==> config.mk <==
export PLATFORM = sky130hd
export DESIGN_NAME = bf_mem_bridge
export DESIGN_NICKNAME = d
export VERILOG_FILES = /design/src/rtl/bf_bus_pkg.sv /design/src/rtl/bf_fifo.sv /design/src/rtl/bf_mem_bridge.sv
export SDC_FILE = /design/constraint.sdc
export NUM_CORES = 1
export LEC_CHECK = 0
export CORE_MARGIN = 5
export CORE_UTILIZATION = 54
export CTS_BUF_LIST = sky130_fd_sc_hd__clkbuf_8
export CTS_CLUSTER_DIAMETER = 100
export DETAILED_ROUTE_END_ITERATION = 16
export PLACE_DENSITY = 0.94
export SYNTH_ARGS = -nofsm -noshare
export SYNTH_HDL_FRONTEND = slang
export SYNTH_SLANG_ARGS = --single-unit
==> constraint.sdc <==
create_clock -name clk -period 2.7 [get_ports clk]
set_input_delay 0.54 -clock clk [delete_from_list [all_inputs] [get_ports clk]]
set_output_delay 0.54 -clock clk [all_outputs]
set_load 0.01 [all_outputs]
==> src/rtl/bf_bus_pkg.sv <==
// Shared bus definitions for the BF core pin-bus bridge: phase encoding, bus width and
// the default console address.
package bf_bus_pkg;

  localparam int unsigned BUS_W = 8;
  localparam logic [BUS_W-1:0] DEFAULT_IO_ADDR = 8'hFF;

  typedef enum logic [1:0] {
    PhIdle,
    PhAddr,
    PhWrite,
    PhRead
  } bus_phase_e;

  // The core encodes its bus phase on the write/addr pin pair.
  function automatic bus_phase_e decode_phase(input logic write, input logic addr);
    bus_phase_e ph;
    if (write && addr) begin
      ph = PhAddr;
    end else if (write) begin
      ph = PhWrite;
    end else if (!addr) begin
      ph = PhRead;
    end else begin
      ph = PhIdle;
    end
    return ph;
  endfunction

endpackage

==> src/rtl/bf_fifo.sv <==
// Synchronous FIFO for the console byte streams. On a full FIFO a push is accepted only
// alongside a pop; on an empty FIFO a pop is ignored (no bypass).
module bf_fifo #(
  parameter int unsigned DEPTH = 4,
  parameter int unsigned WIDTH = 8
) (
  input  logic             clk_i,
  input  logic             rst_ni,
  input  logic             push_i,
  input  logic [WIDTH-1:0] data_i,
  input  logic             pop_i,
  output logic             full_o,
  output logic             empty_o,
  output logic [WIDTH-1:0] head_o
);

  localparam int unsigned PtrW = $clog2(DEPTH);
  localparam int unsigned CntW = PtrW + 1;

  logic [WIDTH-1:0] mem_q [DEPTH];
  logic [PtrW-1:0]  wr_ptr_q, wr_ptr_d;
  logic [PtrW-1:0]  rd_ptr_q, rd_ptr_d;
  logic [CntW-1:0]  count_q, count_d;
  logic             do_push, do_pop;

  assign full_o  = (count_q == CntW'(DEPTH));
  assign empty_o = (count_q == '0);
  assign head_o  = mem_q[rd_ptr_q];

  assign do_pop  = pop_i && !empty_o;
  assign do_push = push_i && (!full_o || do_pop);

  always_comb begin
    wr_ptr_d = wr_ptr_q;
    rd_ptr_d = rd_ptr_q;
    count_d  = count_q;
    if (do_push) begin
      wr_ptr_d = wr_ptr_q + PtrW'(1);
    end
    if (do_pop) begin
      rd_ptr_d = rd_ptr_q + PtrW'(1);
    end
    if (do_push && !do_pop) begin
      count_d = count_q + CntW'(1);
    end else if (do_pop && !do_push) begin
      count_d = count_q - CntW'(1);
    end
  end

  always_ff @(posedge clk_i or negedge rst_ni) begin
    if (!rst_ni) begin
      wr_ptr_q <= '0;
      rd_ptr_q <= '0;
      count_q  <= '0;
    end else begin
      wr_ptr_q <= wr_ptr_d;
      rd_ptr_q <= rd_ptr_d;
      count_q  <= count_d;
    end
  end

  // Storage needs no reset: the count gates every read of it.
  always_ff @(posedge clk_i) begin
    if (do_push) begin
      mem_q[wr_ptr_q] <= data_i;
    end
  end

endmodule

==> src/rtl/bf_mem_bridge.sv <==
// Bridge from the BF core pin bus to program memory, data RAM and a memory-mapped console.
// Define BF_BRIDGE_FETCH_CNT_EN to add the saturating fetch_count output.
module bf_mem_bridge
  import bf_bus_pkg::*;
#(
  parameter logic [BUS_W-1:0] IO_ADDR    = DEFAULT_IO_ADDR,
  parameter int unsigned      FIFO_DEPTH = 4
) (
  input  logic             clk,
  input  logic             rst_n,
  input  logic             cpu_write,
  input  logic             cpu_addr,
  input  logic             cpu_instr_addr,
  input  logic [BUS_W-1:0] cpu_bus_out,
  output logic [BUS_W-1:0] cpu_bus_in,
  output logic [BUS_W-1:0] prog_addr,
  output logic             prog_rd_en,
  input  logic [BUS_W-1:0] prog_rdata,
  output logic [BUS_W-1:0] ram_addr,
  output logic             ram_rd_en,
  output logic             ram_we,
  output logic [BUS_W-1:0] ram_wdata,
  input  logic [BUS_W-1:0] ram_rdata,
  input  logic             in_valid,
  input  logic [BUS_W-1:0] in_data,
  output logic             in_ready,
  output logic             out_valid,
  output logic [BUS_W-1:0] out_data,
  input  logic             out_ready,
  output logic             overflow
`ifdef BF_BRIDGE_FETCH_CNT_EN
  ,
  output logic [15:0]      fetch_count
`endif
);

  bus_phase_e       phase;
  logic [BUS_W-1:0] addr_q, addr_d;
  logic             space_q, space_d;
  logic [BUS_W-1:0] hold_q, hold_d;
  logic             pending_q, pending_d;
  logic             overflow_q, overflow_d;
  logic [BUS_W-1:0] rdata_sel;

  logic             in_full, in_empty, in_push, in_pop;
  logic [BUS_W-1:0] in_head;
  logic             out_full, out_empty, out_push, out_pop;

  assign phase     = decode_phase(cpu_write, cpu_addr);
  assign rdata_sel = space_q ? prog_rdata : ram_rdata;

  assign in_ready  = !in_full;
  assign in_push   = in_valid && in_ready;
  assign out_valid = !out_empty;
  assign out_pop   = out_valid && out_ready;
  assign overflow  = overflow_q;
  assign ram_wdata = cpu_bus_out;

  always_comb begin
    addr_d     = addr_q;
    space_d    = space_q;
    overflow_d = overflow_q;
    prog_rd_en = 1'b0;
    prog_addr  = addr_q;
    ram_rd_en  = 1'b0;
    ram_we     = 1'b0;
    ram_addr   = addr_q;
    in_pop     = 1'b0;
    out_push   = 1'b0;
    pending_d  = 1'b0;
    // Memory data arrives one cycle after the strobe; present it and keep a copy.
    cpu_bus_in = pending_q ? rdata_sel : hold_q;
    hold_d     = pending_q ? rdata_sel : hold_q;

    unique case (phase)
      PhAddr: begin
        addr_d  = cpu_bus_out;
        space_d = cpu_instr_addr;
        if (cpu_instr_addr) begin
          prog_rd_en = 1'b1;
          prog_addr  = cpu_bus_out;
          pending_d  = 1'b1;
          hold_d     = hold_q;
        end else if (cpu_bus_out != IO_ADDR) begin
          ram_rd_en = 1'b1;
          ram_addr  = cpu_bus_out;
          pending_d = 1'b1;
          hold_d    = hold_q;
        end else begin
          in_pop = !in_empty;
          hold_d = in_empty ? '0 : in_head;
        end
      end
      PhWrite: begin
        if (!space_q) begin
          if (addr_q != IO_ADDR) begin
            ram_we = 1'b1;
          end else begin
            out_push = 1'b1;
            // A full FIFO still takes the byte if the consumer drains one this cycle.
            if (out_full && !out_pop) begin
              overflow_d = 1'b1;
            end
          end
        end
      end
      default: ;
    endcase
  end

  always_ff @(posedge clk or negedge rst_n) begin
    if (!rst_n) begin
      addr_q     <= '0;
      space_q    <= 1'b0;
      hold_q     <= '0;
      pending_q  <= 1'b0;
      overflow_q <= 1'b0;
    end else begin
      addr_q     <= addr_d;
      space_q    <= space_d;
      hold_q     <= hold_d;
      pending_q  <= pending_d;
      overflow_q <= overflow_d;
    end
  end

  bf_fifo #(
    .DEPTH (FIFO_DEPTH),
    .WIDTH (BUS_W)
  ) u_in_fifo (
    .clk_i   (clk),
    .rst_ni  (rst_n),
    .push_i  (in_push),
    .data_i  (in_data),
    .pop_i   (in_pop),
    .full_o  (in_full),
    .empty_o (in_empty),
    .head_o  (in_head)
  );

  bf_fifo #(
    .DEPTH (FIFO_DEPTH),
    .WIDTH (BUS_W)
  ) u_out_fifo (
    .clk_i   (clk),
    .rst_ni  (rst_n),
    .push_i  (out_push),
    .data_i  (cpu_bus_out),
    .pop_i   (out_pop),
    .full_o  (out_full),
    .empty_o (out_empty),
    .head_o  (out_data)
  );

`ifdef BF_BRIDGE_FETCH_CNT_EN
  logic [15:0] fetch_cnt_q, fetch_cnt_d;

  always_comb begin
    fetch_cnt_d = fetch_cnt_q;
    if (phase == PhAddr && cpu_instr_addr && fetch_cnt_q != 16'hFFFF) begin
      fetch_cnt_d = fetch_cnt_q + 16'd1;
    end
  end

  always_ff @(posedge clk or negedge rst_n) begin
    if (!rst_n) begin
      fetch_cnt_q <= '0;
    end else begin
      fetch_cnt_q <= fetch_cnt_d;
    end
  end

  assign fetch_count = fetch_cnt_q;
`endif

endmodule
==> results of run 1 <==
per-stage QoR:
| stage | TNS, ns | std cells | worst slack [ns] | total power, mW | cell area, µm² |
|---|---|---|---|---|---|
| global route | 0 | 494 | 0.00508 | 4.36 | 5690 |
| floorplan | 0 | 279 | 0.559 | 2.68 | 4400 |
| global placement | -2.21 | 478 | -0.216 | 3.17 | 5480 |
| detailed placement | -2.85 | 478 | -0.262 | 3.26 | 5480 |
| CTS | 0 | 494 | 0.0189 | 4.19 | 5680 |
| finish | 0 | 494 | 0.0423 | 4.15 | 5690 |
report_power, final:
part	internal [mW]	total [mW]	switching, mW
sequential	1.82	2.00	0.179
combinational	0.667	1.18	0.514
clock	0.446	0.967	0.522
cells by family (layout without fill, tap and decap cells):
group | after synthesis | after routing | synth area share (%)
flops | 97 | 97 | 62.4
mux | 52 | 52 | 17.3
simple gates | 52 | 52 | 6.48
compound gates | 27 | 27 | 4.27
buf+inv | 27 | 137 | 3.41
fa+ha+maj | 12 | 12 | 3.75
xor+xnor | 12 | 12 | 2.39
area by class of cell:
type	instances	area [µm²]	share of cell area, %
inverters	9	33.8	0.594
clock buffers	9	124	2.18
clock inverters	7	85.1	1.50
repair buffers	112	1050	18.4
flip-flops and latches	97	2750	48.3
multi-input cells	155	1520	26.7
well taps	105	131	2.31
routing by layer:
| layer | GRT usage [%] | vias to the layer above |
|---|---|---|
| li1 | - | 1251 |
| met1 | 21.9 | 1335 |
| met2 | 35.0 | 87 |
| met3 | 5.42 | 17 |
| met4 | 6.74 | 0 |
| met5 | 0 | - |
Yosys cell counts (all sizes together) (2+ instances only):
cell / n
nor2: 23
mux2i: 8
a21oi: 16
nand4: 4
inv: 9
clkbuf: 2
a22oi: 8
ha: 10
xnor2: 8
and3: 4
edfxtp: 64
mux2: 28
nand2: 6
nor3: 3
fa: 2
nand3: 3
and2: 5
xor2: 4
dfrtp: 33
buf: 16
mux4: 16
worst paths after layout:
check,from,slack (ns),end,depth (start not counted)
setup / recovery,cpu_bus_out[5],0.04,ram_addr[6],6
hold / removal,overflow,0.48,overflow,1
setup reg to reg,u_out_fifo.count_q[0],0.56,u_out_fifo.count_q[2],8
hold reg to reg,overflow,0.48,overflow,1
max in group asynchronous,rst_n,1.76,space_q,2
min in group asynchronous,rst_n,0.59,hold_q[3],2
registers in the layout, summed over array words and instances, names as in the netlist:
register	cells
addr_q	8
hold_q	8
overflow	1
pending_q	1
space_q	1
u_in_fifo.count_q	3
u_in_fifo.mem_q	32
u_in_fifo.rd_ptr_q	2
u_in_fifo.wr_ptr_q	2
u_out_fifo.count_q	3
u_out_fifo.mem_q	32
u_out_fifo.rd_ptr_q	2
u_out_fifo.wr_ptr_q	2
what timing repair did:
action,in CTS,in global routing
pin swaps,2,1
endpoints found under the setup margin,17,10
gates resized for setup,31,2
worst register-to-register path, cell delays in order, from the launching register on:
cell and delay [ns]:
dfrtp_1 0.45, or3_1 0.45, nand2_1 0.13, ha_1 0.18, inv_1 0.07, fa_1 0.37, xor2_1 0.17, nor2_1 0.11
xor2_1 0.14
==> flow_summary.ini, run 1 <==
[finish]
syn2layout_area_growth_pct = 29.3
n_fill_cell = 525
final_common_cell = edfxtp_1
mostFrequentLayoutCells = 64 x edfxtp_1, 63 x clkdlybuf4s50_1, 32 x dfrtp_1, 27 x mux2_2, 26 x buf_4
layout.nets = 435
final_core_util_pct = 70.3
drive_above_1_share_pct = 26.0
antenna_cells = 0

[drt]
dr_wl_met3_um = 659
wirelength_mm = 9.30
routedLengthMet1_mm = 3.35
dr_wl_met2_mm = 5.11
routed_via_density = 5.45
wl_per_cell_um = 18.8
dr.pass1.iters = 4
route.detailed.drc = 0
drt_iter0_drc = 169
drtAntennaViolNets = 0
top_signal_layer_used = met4
vias = 2690

[global_route]
grt_max_degree = 34
grt_pass1_wl_mm = 14.6
grt_usage_pct = 19.4
antenna_found_initial = 0
grt-ovfl-total = 0
grt_pass1_vias = 2918

[sta]
slew_headroom_pct = 61.7
fmax_mhz = 376
rsz0062_at_grt = false
tightestPinTransition_ns = 0.574
period_minus_slack_ns = 2.66
hold_slack_ns = 0.480
finalHoldViolCount = 0
finalSetupViolations = 0
slew_viol_final = 0
clock_skew_ns = 0.0117
finalCritPeriodShare_pct = 98.4

[critical_path]
crit_path_cell_trace = clkdlybuf4s50_1 > nand4_2 > o21ai_4 > buf_4 > mux2_2 > dlygate4sd2_1
cp_num_buf_inv = 3
crit_type = in2out
cp_slowest_stage_delay_ns = 0.49
cpLargestDelayFamily = buffers and inverters
crit_required_ns = 2.16
arrival_ns = 2.12
critPathMaxFanout = 2
critPathLaunchType = input port
crit_slowest_cell = clkdlybuf4s50_1
end_kind = primary output

[logic_synthesis]
synth_top_area_share_pct = 43.7
syn_avg_cell_area_um2 = 15.8
syn-num-nets = 330
synth_area_um2 = 4400
synth_edf_count = 64
yosysTopAreaCell = edfxtp_1
synthDistinctLibCells = 39
synth_top_flop_cell = edfxtp_1
ys_warn_count = 0
yosysSeqAreaShare_pct = 62.4
synthArstFlopShare_pct = 34.0
synth-seq-cells = 97
synth_cells = 279
synth_area_leaders = edfxtp_1 44%, dfrtp_1 19%, mux4_2 8.2%

[placement]
hpwlAfterDp_mm = 7.12
place_congestion = 0.870
numPortBuffers = 84

[clock_tree]
cts_made_buffers = 9
clkTransAtPathRegs_ns = 0.09
cts_tree = done
cts_sinks = 97
cts_setup_buffers = 0
htreeDepth = 3
clock_path_buffers = 2
root_buffer = clkbuf_8
ctsHoldBuffers = 0
clk_latency_ns = 0.36

[floorplan]
io_pins = 85
dieWidth_um = 100
dieHeight_um = 100
dieArea_um2 = 10100
initial_core_util_pct = 54.4
num_rows = 33
coreArea_um2 = 8090

[power_and_ir_drop]
power_density_nw_per_um2 = 729
leakagePower_nw = 2.17
vdd_ir_drop_max_v = 0.000477

[flow_run]
drv_cap = 0

[run_status]
status = finished, final reports clean

[hold_path]
hp-class = reg2reg
(Power assumes the default switching activity.)
==> run 2: changes to the inputs <==
--- a/config.mk
+++ b/config.mk
@@ -5,6 +5,7 @@
 export SDC_FILE = /design/constraint.sdc
 export NUM_CORES = 1
 export LEC_CHECK = 0
+export CAP_MARGIN = 20
 export CORE_MARGIN = 5
 export CORE_UTILIZATION = 54
 export CTS_BUF_LIST = sky130_fd_sc_hd__clkbuf_8
@@ -14,3 +15,4 @@
 export SYNTH_ARGS = -nofsm -noshare
 export SYNTH_HDL_FRONTEND = slang
 export SYNTH_SLANG_ARGS = --single-unit
+export TNS_END_PERCENT = 20
==> results of run 2 <==
Same layout as run 1: the final DEF is identical, and so are final timing and power.
